`config.mk`:
```
export PLATFORM = sky130hd
export DESIGN_NAME = i2c_write_burst
export DESIGN_NICKNAME = d
export VERILOG_FILES = /design/src/rtl/i2c_write_burst.sv
export SDC_FILE = /design/constraint.sdc
export NUM_CORES = 1
export LEC_CHECK = 0
export CELL_PAD_IN_SITES_DETAIL_PLACEMENT = 1
export CELL_PAD_IN_SITES_GLOBAL_PLACEMENT = 2
export CORE_MARGIN = 3
export CORE_UTILIZATION = 33
export CTS_BUF_LIST = sky130_fd_sc_hd__clkbuf_2 sky130_fd_sc_hd__clkbuf_4 sky130_fd_sc_hd__clkbuf_8
export DETAILED_ROUTE_END_ITERATION = 7
export PLACE_DENSITY = 0.79
export SYNTH_ARGS = -nofsm -noshare
export SYNTH_HDL_FRONTEND = slang
export SYNTH_SLANG_ARGS = --single-unit
```
`constraint.sdc`:
```
create_clock -name clk -period 3.4 [get_ports clk]
set_clock_uncertainty 0.15 [all_clocks]
set_input_delay 0.68 -clock clk [delete_from_list [all_inputs] [get_ports clk]]
set_output_delay 0.68 -clock clk [all_outputs]
set_load 0.05 [all_outputs]
```
`src/rtl/i2c_write_burst.sv`:
```
// Claims the shared I2C master and issues one write: device address, a 1..2 byte
// register address (MSB first), then up to MAX_BYTES payload bytes from a valid/ready source.
module i2c_write_burst #(
    parameter int REG_ADDR_BYTES = 1,
    parameter int MAX_BYTES      = 16,
    parameter int CNT_W          = 5,
    parameter int TIMEOUT_CYCLES = 100000
) (
    input  logic                        clk,
    input  logic                        reset,
    input  logic                        start,
    input  logic [6:0]                  dev_address,
    input  logic [8*REG_ADDR_BYTES-1:0] reg_address,
    input  logic [CNT_W-1:0]            byte_count,
    input  logic [7:0]                  data_in,
    input  logic                        data_in_valid,
    output logic                        data_in_ready,
    input  logic                        i2c_cmd_ready,
    input  logic                        i2c_data_out_ready,
    input  logic                        i2c_bus_busy,
    input  logic                        i2c_bus_control,
    input  logic                        i2c_bus_active,
    input  logic                        i2c_missed_ack,
    output logic [6:0]                  i2c_dev_address,
    output logic                        i2c_cmd_start,
    output logic                        i2c_cmd_write_multiple,
    output logic                        i2c_cmd_stop,
    output logic                        i2c_cmd_valid,
    output logic [7:0]                  i2c_data_out,
    output logic                        i2c_data_out_valid,
    output logic                        i2c_data_out_last,
    input  logic                        i2c_relinquish,
    output logic                        i2c_control,
    output logic                        busy,
    output logic                        done,
    output logic                        message_failure,
    output logic [3:0]                  state_out
);
    // valid/ready: a byte or command moves on a clock edge where valid & ready are both
    // high; once valid rises it holds, with stable data, until that edge. Ready never
    // feeds valid combinationally.

    localparam int RA_W  = 8 * REG_ADDR_BYTES;
    localparam int TMR_W = $clog2(TIMEOUT_CYCLES + 1);
    localparam logic [TMR_W-1:0] TMR_LOAD = TMR_W'(TIMEOUT_CYCLES);
    localparam logic [CNT_W-1:0] MAX_CNT  = CNT_W'(MAX_BYTES);
    localparam logic [1:0]       LAST_IDX = 2'(REG_ADDR_BYTES - 1);

    localparam logic [3:0] S_IDLE      = 4'd0;
    localparam logic [3:0] S_WAIT_BUS  = 4'd1;
    localparam logic [3:0] S_CMD       = 4'd2;
    localparam logic [3:0] S_ADDR      = 4'd3;
    localparam logic [3:0] S_DATA      = 4'd4;
    localparam logic [3:0] S_WAIT_FREE = 4'd5;
    localparam logic [3:0] S_DONE      = 4'd6;
    localparam logic [3:0] S_FAIL      = 4'd7;

    logic [3:0]       state_q, state_d;
    logic [6:0]       dev_q, dev_d;
    logic [RA_W-1:0]  reg_q, reg_d;
    logic [CNT_W-1:0] cnt_q, cnt_d;
    logic [CNT_W-1:0] sent_q, sent_d;
    logic [1:0]       idx_q, idx_d;
    logic [7:0]       out_q, out_d;
    logic             out_valid_q, out_valid_d;
    logic             last_q, last_d;
    logic [TMR_W-1:0] tmr_q, tmr_d;

    logic waiting, fault, out_xfer, reload;

    function automatic logic [7:0] addr_byte_at(input logic [RA_W-1:0] ra, input logic [1:0] idx);
        logic [7:0] b;
        b = '0;
        for (int i = 0; i < REG_ADDR_BYTES; i++) begin
            if (idx == 2'(i)) b = ra[8*(REG_ADDR_BYTES-1-i) +: 8];
        end
        return b;
    endfunction

    always_comb begin
        waiting = (state_q == S_WAIT_BUS) || (state_q == S_CMD) || (state_q == S_ADDR) ||
                  (state_q == S_DATA) || (state_q == S_WAIT_FREE);
        fault    = waiting && (i2c_missed_ack || (tmr_q == '0));
        out_xfer = out_valid_q && i2c_data_out_ready;
        // The source byte is only taken when the transaction is not being torn down.
        data_in_ready = (state_q == S_DATA) && !out_valid_q && data_in_valid &&
                        (sent_q < cnt_q) && !i2c_relinquish && !fault;
    end

    always_comb begin
        state_d     = state_q;
        dev_d       = dev_q;
        reg_d       = reg_q;
        cnt_d       = cnt_q;
        sent_d      = sent_q;
        idx_d       = idx_q;
        out_d       = out_q;
        out_valid_d = out_valid_q;
        last_d      = last_q;
        reload      = 1'b0;

        case (state_q)
            S_IDLE: begin
                if (start && !i2c_relinquish) begin
                    state_d = S_WAIT_BUS;
                    dev_d   = dev_address;
                    reg_d   = reg_address;
                    cnt_d   = (byte_count > MAX_CNT) ? MAX_CNT : byte_count;
                    sent_d  = '0;
                    idx_d   = '0;
                end
            end
            S_WAIT_BUS: begin
                if (!i2c_bus_busy && !i2c_bus_active) state_d = S_CMD;
            end
            S_CMD: begin
                if (i2c_cmd_ready) begin
                    state_d     = S_ADDR;
                    idx_d       = '0;
                    out_valid_d = 1'b1;
                    out_d       = addr_byte_at(reg_q, 2'd0);
                    last_d      = (LAST_IDX == 2'd0) && (cnt_q == '0);
                end
            end
            S_ADDR: begin
                if (out_xfer) begin
                    reload = 1'b1;
                    if (idx_q == LAST_IDX) begin
                        out_valid_d = 1'b0;
                        state_d     = (cnt_q == '0) ? S_WAIT_FREE : S_DATA;
                    end else begin
                        idx_d  = idx_q + 2'd1;
                        out_d  = addr_byte_at(reg_q, idx_q + 2'd1);
                        last_d = ((idx_q + 2'd1) == LAST_IDX) && (cnt_q == '0);
                    end
                end
            end
            S_DATA: begin
                if (out_xfer) begin
                    reload      = 1'b1;
                    out_valid_d = 1'b0;
                    sent_d      = sent_q + CNT_W'(1);
                    if ((sent_q + CNT_W'(1)) == cnt_q) state_d = S_WAIT_FREE;
                end else if (data_in_ready) begin
                    out_valid_d = 1'b1;
                    out_d       = data_in;
                    last_d      = (sent_q + CNT_W'(1)) == cnt_q;
                end
            end
            S_WAIT_FREE: begin
                if (!i2c_bus_busy && !i2c_bus_control) state_d = S_DONE;
            end
            default: state_d = S_IDLE;
        endcase

        // Relinquish outranks a missed ack or timeout: leave silently.
        if (fault) state_d = S_FAIL;
        if (i2c_relinquish) state_d = S_IDLE;

        if ((state_d != S_ADDR) && (state_d != S_DATA)) out_valid_d = 1'b0;
        if (!out_valid_d) begin
            out_d  = '0;
            last_d = 1'b0;
        end

        if ((state_d == S_IDLE) || (state_d == S_DONE) || (state_d == S_FAIL)) begin
            tmr_d = '0;
        end else if ((state_d != state_q) || reload) begin
            tmr_d = TMR_LOAD;
        end else if (tmr_q != '0) begin
            tmr_d = tmr_q - TMR_W'(1);
        end else begin
            tmr_d = tmr_q;
        end
    end

    always_ff @(posedge clk or posedge reset) begin
        if (reset) begin
            state_q     <= S_IDLE;
            dev_q       <= '0;
            reg_q       <= '0;
            cnt_q       <= '0;
            sent_q      <= '0;
            idx_q       <= '0;
            out_q       <= '0;
            out_valid_q <= 1'b0;
            last_q      <= 1'b0;
            tmr_q       <= '0;
        end else begin
            state_q     <= state_d;
            dev_q       <= dev_d;
            reg_q       <= reg_d;
            cnt_q       <= cnt_d;
            sent_q      <= sent_d;
            idx_q       <= idx_d;
            out_q       <= out_d;
            out_valid_q <= out_valid_d;
            last_q      <= last_d;
            tmr_q       <= tmr_d;
        end
    end

    assign i2c_cmd_valid          = (state_q == S_CMD);
    assign i2c_cmd_start          = (state_q == S_CMD);
    assign i2c_cmd_write_multiple = (state_q == S_CMD);
    assign i2c_cmd_stop           = (state_q == S_CMD);
    assign i2c_dev_address        = (state_q == S_CMD) ? dev_q : 7'd0;
    assign i2c_data_out           = out_q;
    assign i2c_data_out_valid     = out_valid_q;
    assign i2c_data_out_last      = last_q;
    assign i2c_control            = waiting;
    assign busy                   = (state_q != S_IDLE);
    assign done                   = (state_q == S_DONE) || (state_q == S_FAIL);
    assign message_failure        = (state_q == S_FAIL);
    assign state_out              = state_q;

endmodule

```
==> results.yml <==
worst_setup_path:
  critPathMaxStageDelay_ns: 0.71
  startpoint_type: "flip-flop"
  critPathSlowestCell: "or4_1"
  cp.required_ns: 2.57
  worstPathMaxFanout: 6
  path_class: "flip-flop to output port"
  cp_cell_sequence: "or4_1, nor4_4, o21ai_2, and3_1, buf_12"
  endpoint_kind: "output port"
  arrival_ns: 2.42
drt:
  drc_errors: 0
  viasPerCell: 5.17
  route.vias.total: 2919
  final_antenna_net_count: 0
  dr.pass1.iters: 4
  drt_iter0_markers: 50
  wl_um: 9540
  routedWlPerCell_um: 16.9
timing:
  tns_ns: 0
  final.min_clock_period_ns: 3.25
  worst_slack_ns: 0.155
  finalSetupViolations: 0
  fmax_ghz: 0.308
  rsz0062_at_grt: "no"
  timing.final.crit_share_pct: 95.5
  relSlewSlack_pct: 48.4
  max_slew.worst_pin.slew_ns: 0.772
  maxSlewViolCount: 0
  hold_viol: 0
pwr:
  p_clk_share_pct: 17.8
  pwr-share-comb_pct: 54.7
  p_int_uw: 2070
  p_seq_share_pct: 27.4
  p_total_uw: 3710
  switching_share_pct: 44.1
  leakage_uw: 0.00193
  p_switching_uw: 1640
  ir_drop_mv: 0.383
  power_density_nw_per_um2: 809
placed_design:
  dp_hpwl_um: 7120
  dpl.cell_count: 549
  io_buffers: 68
  dp_slack_ns: 0.177
  place_congestion: 0.806
global_routing:
  grtUsageTotal_pct: 17.6
  grt_pass1_vias: 3153
  overflow: 0
  antenna_found_initial: 0
  grt_pass1_wl_um: 16100
  grt_max_degree: 31
layout:
  diodes: 0
  nNetsFinal: 475
  stdcell_count: 565
  n_fill_cell: 1133
  final_util_pct: 45.6
  seqCellArea_um2: 1450
  multi_input_area_um2: 1900
  areaGrowthSynthToFinish_pct: 31.1
  drive_gt1_share_pct: 21.3
synth:
  ys_seq_area_share_pct: 41.5
  synth_warnings: 0
  ys_seq_elements: 58
  syn_area_per_cell_um2: 9.98
  synth_area_um2: 3490
  netlist_instances: 350
  synth_cell_types: 66
  synth_edf_count: 0
  synthArstFlopShare_pct: 100
  synth_nets: 398
  ys.flop_type: "dfrtp_1"
floorplan:
  coreArea_um2: 10000
  num_io_pins: 69
  dieArea_um2: 11900
  initial_utilization_pct: 34.8
  row_count: 36
  die_h_um: 109
  dieWidth_um: 109
clock_tree:
  ctsHoldBuffers: 0
  clk_pin_slew_ns: 0.07
  cts_tree: "yes"
  clk_path_buf_depth: 2
  root_buffer: "clkbuf_8"
  clk_latency_ns: 0.35
  numCtsBuffers: 9
  cts_htree_levels: 3
  numClockSinks: 58
min_path:
  hp-class: "flip-flop to flip-flop"
flow_run:
  maxCapViolCount: 0
outcome:
  status: "finished clean"
[Yosys cell counts (2+ instances only)]
| master | number | share of area [%] |
|---|---|---|
| a211o_1 | 2 | 0.50 |
| o21ai_0 | 18 | 2.6 |
| and2_1 | 10 | 1.8 |
| nand2b_1 | 5 | 0.90 |
| buf_2 | 6 | 0.86 |
| nor3_2 | 10 | 2.9 |
| nor3_1 | 8 | 1.1 |
| nor2b_1 | 14 | 2.5 |
| and3_1 | 3 | 0.54 |
| mux2_2 | 18 | 5.8 |
| a21oi_1 | 14 | 2.0 |
| xnor2_1 | 10 | 2.5 |
| a221oi_1 | 8 | 2.0 |
| nor2_2 | 11 | 2.0 |
| nand2_1 | 27 | 2.9 |
| nor2_1 | 19 | 2.0 |
| buf_4 | 3 | 0.64 |
| ha_1 | 9 | 3.2 |
| inv_1 | 18 | 1.9 |
| or4_1 | 5 | 1.1 |
| clkbuf_1 | 6 | 0.64 |
| o31ai_1 | 3 | 0.64 |
| and4_1 | 2 | 0.50 |
| nand4b_1 | 2 | 0.50 |
| o21a_1 | 2 | 0.43 |
| nor4_1 | 5 | 0.90 |
| nand3_1 | 9 | 1.3 |
| xor2_1 | 8 | 2.0 |
| dfrtp_1 | 58 | 42 |
[sequential cells by signal (all words and copies together) (netlist names)]
name,flops
state_out,4
dev_q,7
reg_q,8
i2c_data_out_last,1
idx_q,2
tmr_q,17
i2c_data_out_valid,1
sent_q,5
i2c_data_out,8
cnt_q,5
[power groups by stage]
stage               Sequential (uW)  Clock (uW)  Combinational, uW
floorplan                       987           0               1570
global placement               1020           0               1980
detailed placement             1030           0               2020
CTS                            1020         685               2040
global route                   1050         725               2270
finish                         1020         661               2030
[routing by layer]
layer / GRT usage, % / part of all wire (%) / vias up / wire [um]
li1: - / - / 1405 / -
met2: 27.2 / 46 / 72 / 4410
met1: 22.3 / 46 / 1428 / 4340
met4: 5.59 / 1.7 / 0 / 164
met3: 7.10 / 6.6 / 14 / 630
met5: 0 / 0 / - / 0
[placed cells by master (no fill, tap or decap), types with 14 or more instances in the layout]
master           Yosys  layout
a21oi_1             14      14
buf_4                3      20
clkdlybuf4s50_1      0      60
dfrtp_1             58      57
inv_1               18      17
mux2_2              18      18
nand2_1             27      27
nor2_1              19      19
nor2b_1             14      14
o21ai_0             18      18
[worst max-delay path: cells and delay by family (launching register included)]
family | cells | cell delay (ns)
buffers and inverters | 1 | 0.17
AND/OR/NAND/NOR | 3 | 1.33
flip-flops | 1 | 0.44
AO/OA/AOI/OAI | 1 | 0.13
[worst paths after layout]
kind	start	to	slack, ns	depth (start not counted)
setup / recovery	tmr_q[2]	data_in_ready	0.15	5
hold / removal	dev_q[6]	dev_q[6]	0.36	1
setup reg to reg	tmr_q[0]	tmr_q[4]	0.31	10
hold reg to reg	dev_q[6]	dev_q[6]	0.36	1
max in group asynchronous	reset	tmr_q[1]	1.89	3
min in group asynchronous	reset	i2c_data_out[2]	0.60	2
[cell type report]
type                            instances  share of cell area, %
Timing Repair Buffer                   82                   17.3
Sequential cell                        58                   31.7
Clock inverter                          6                   1.45
Clock buffer                           10                   3.00
Multi-Input combinational cell        258                   41.5
Inverter                               18                   1.47
Tap cell                              133                   3.63
[cells by family after synthesis]
family / Yosys count / share of synthesized area [%]
buf+inv: 34 / 4.40
mux: 20 / 6.73
flops: 58 / 41.5
compound gates: 68 / 14.2
fa+ha+maj: 9 / 3.22
other cells: 1 / 0.107
simple gates: 141 / 24.6
xor+xnor: 19 / 5.16
[repair_timing]
item	4_1_cts	5_1_grt
resized for setup	1	1
pin swaps	0	1
endpoints found under the setup margin	1	1
setup buffers	0	0
[through the flow]
step	hold slack [ns]	instance area (um^2)
after global routing	0.378	4580
after floorplan	0.321	3500
after detailed placement	0.340	4370
after CTS	0.361	4580
final	0.358	4580
after global placement	0.331	4370
No activity file was read; power rests on OpenSTA's default activity.
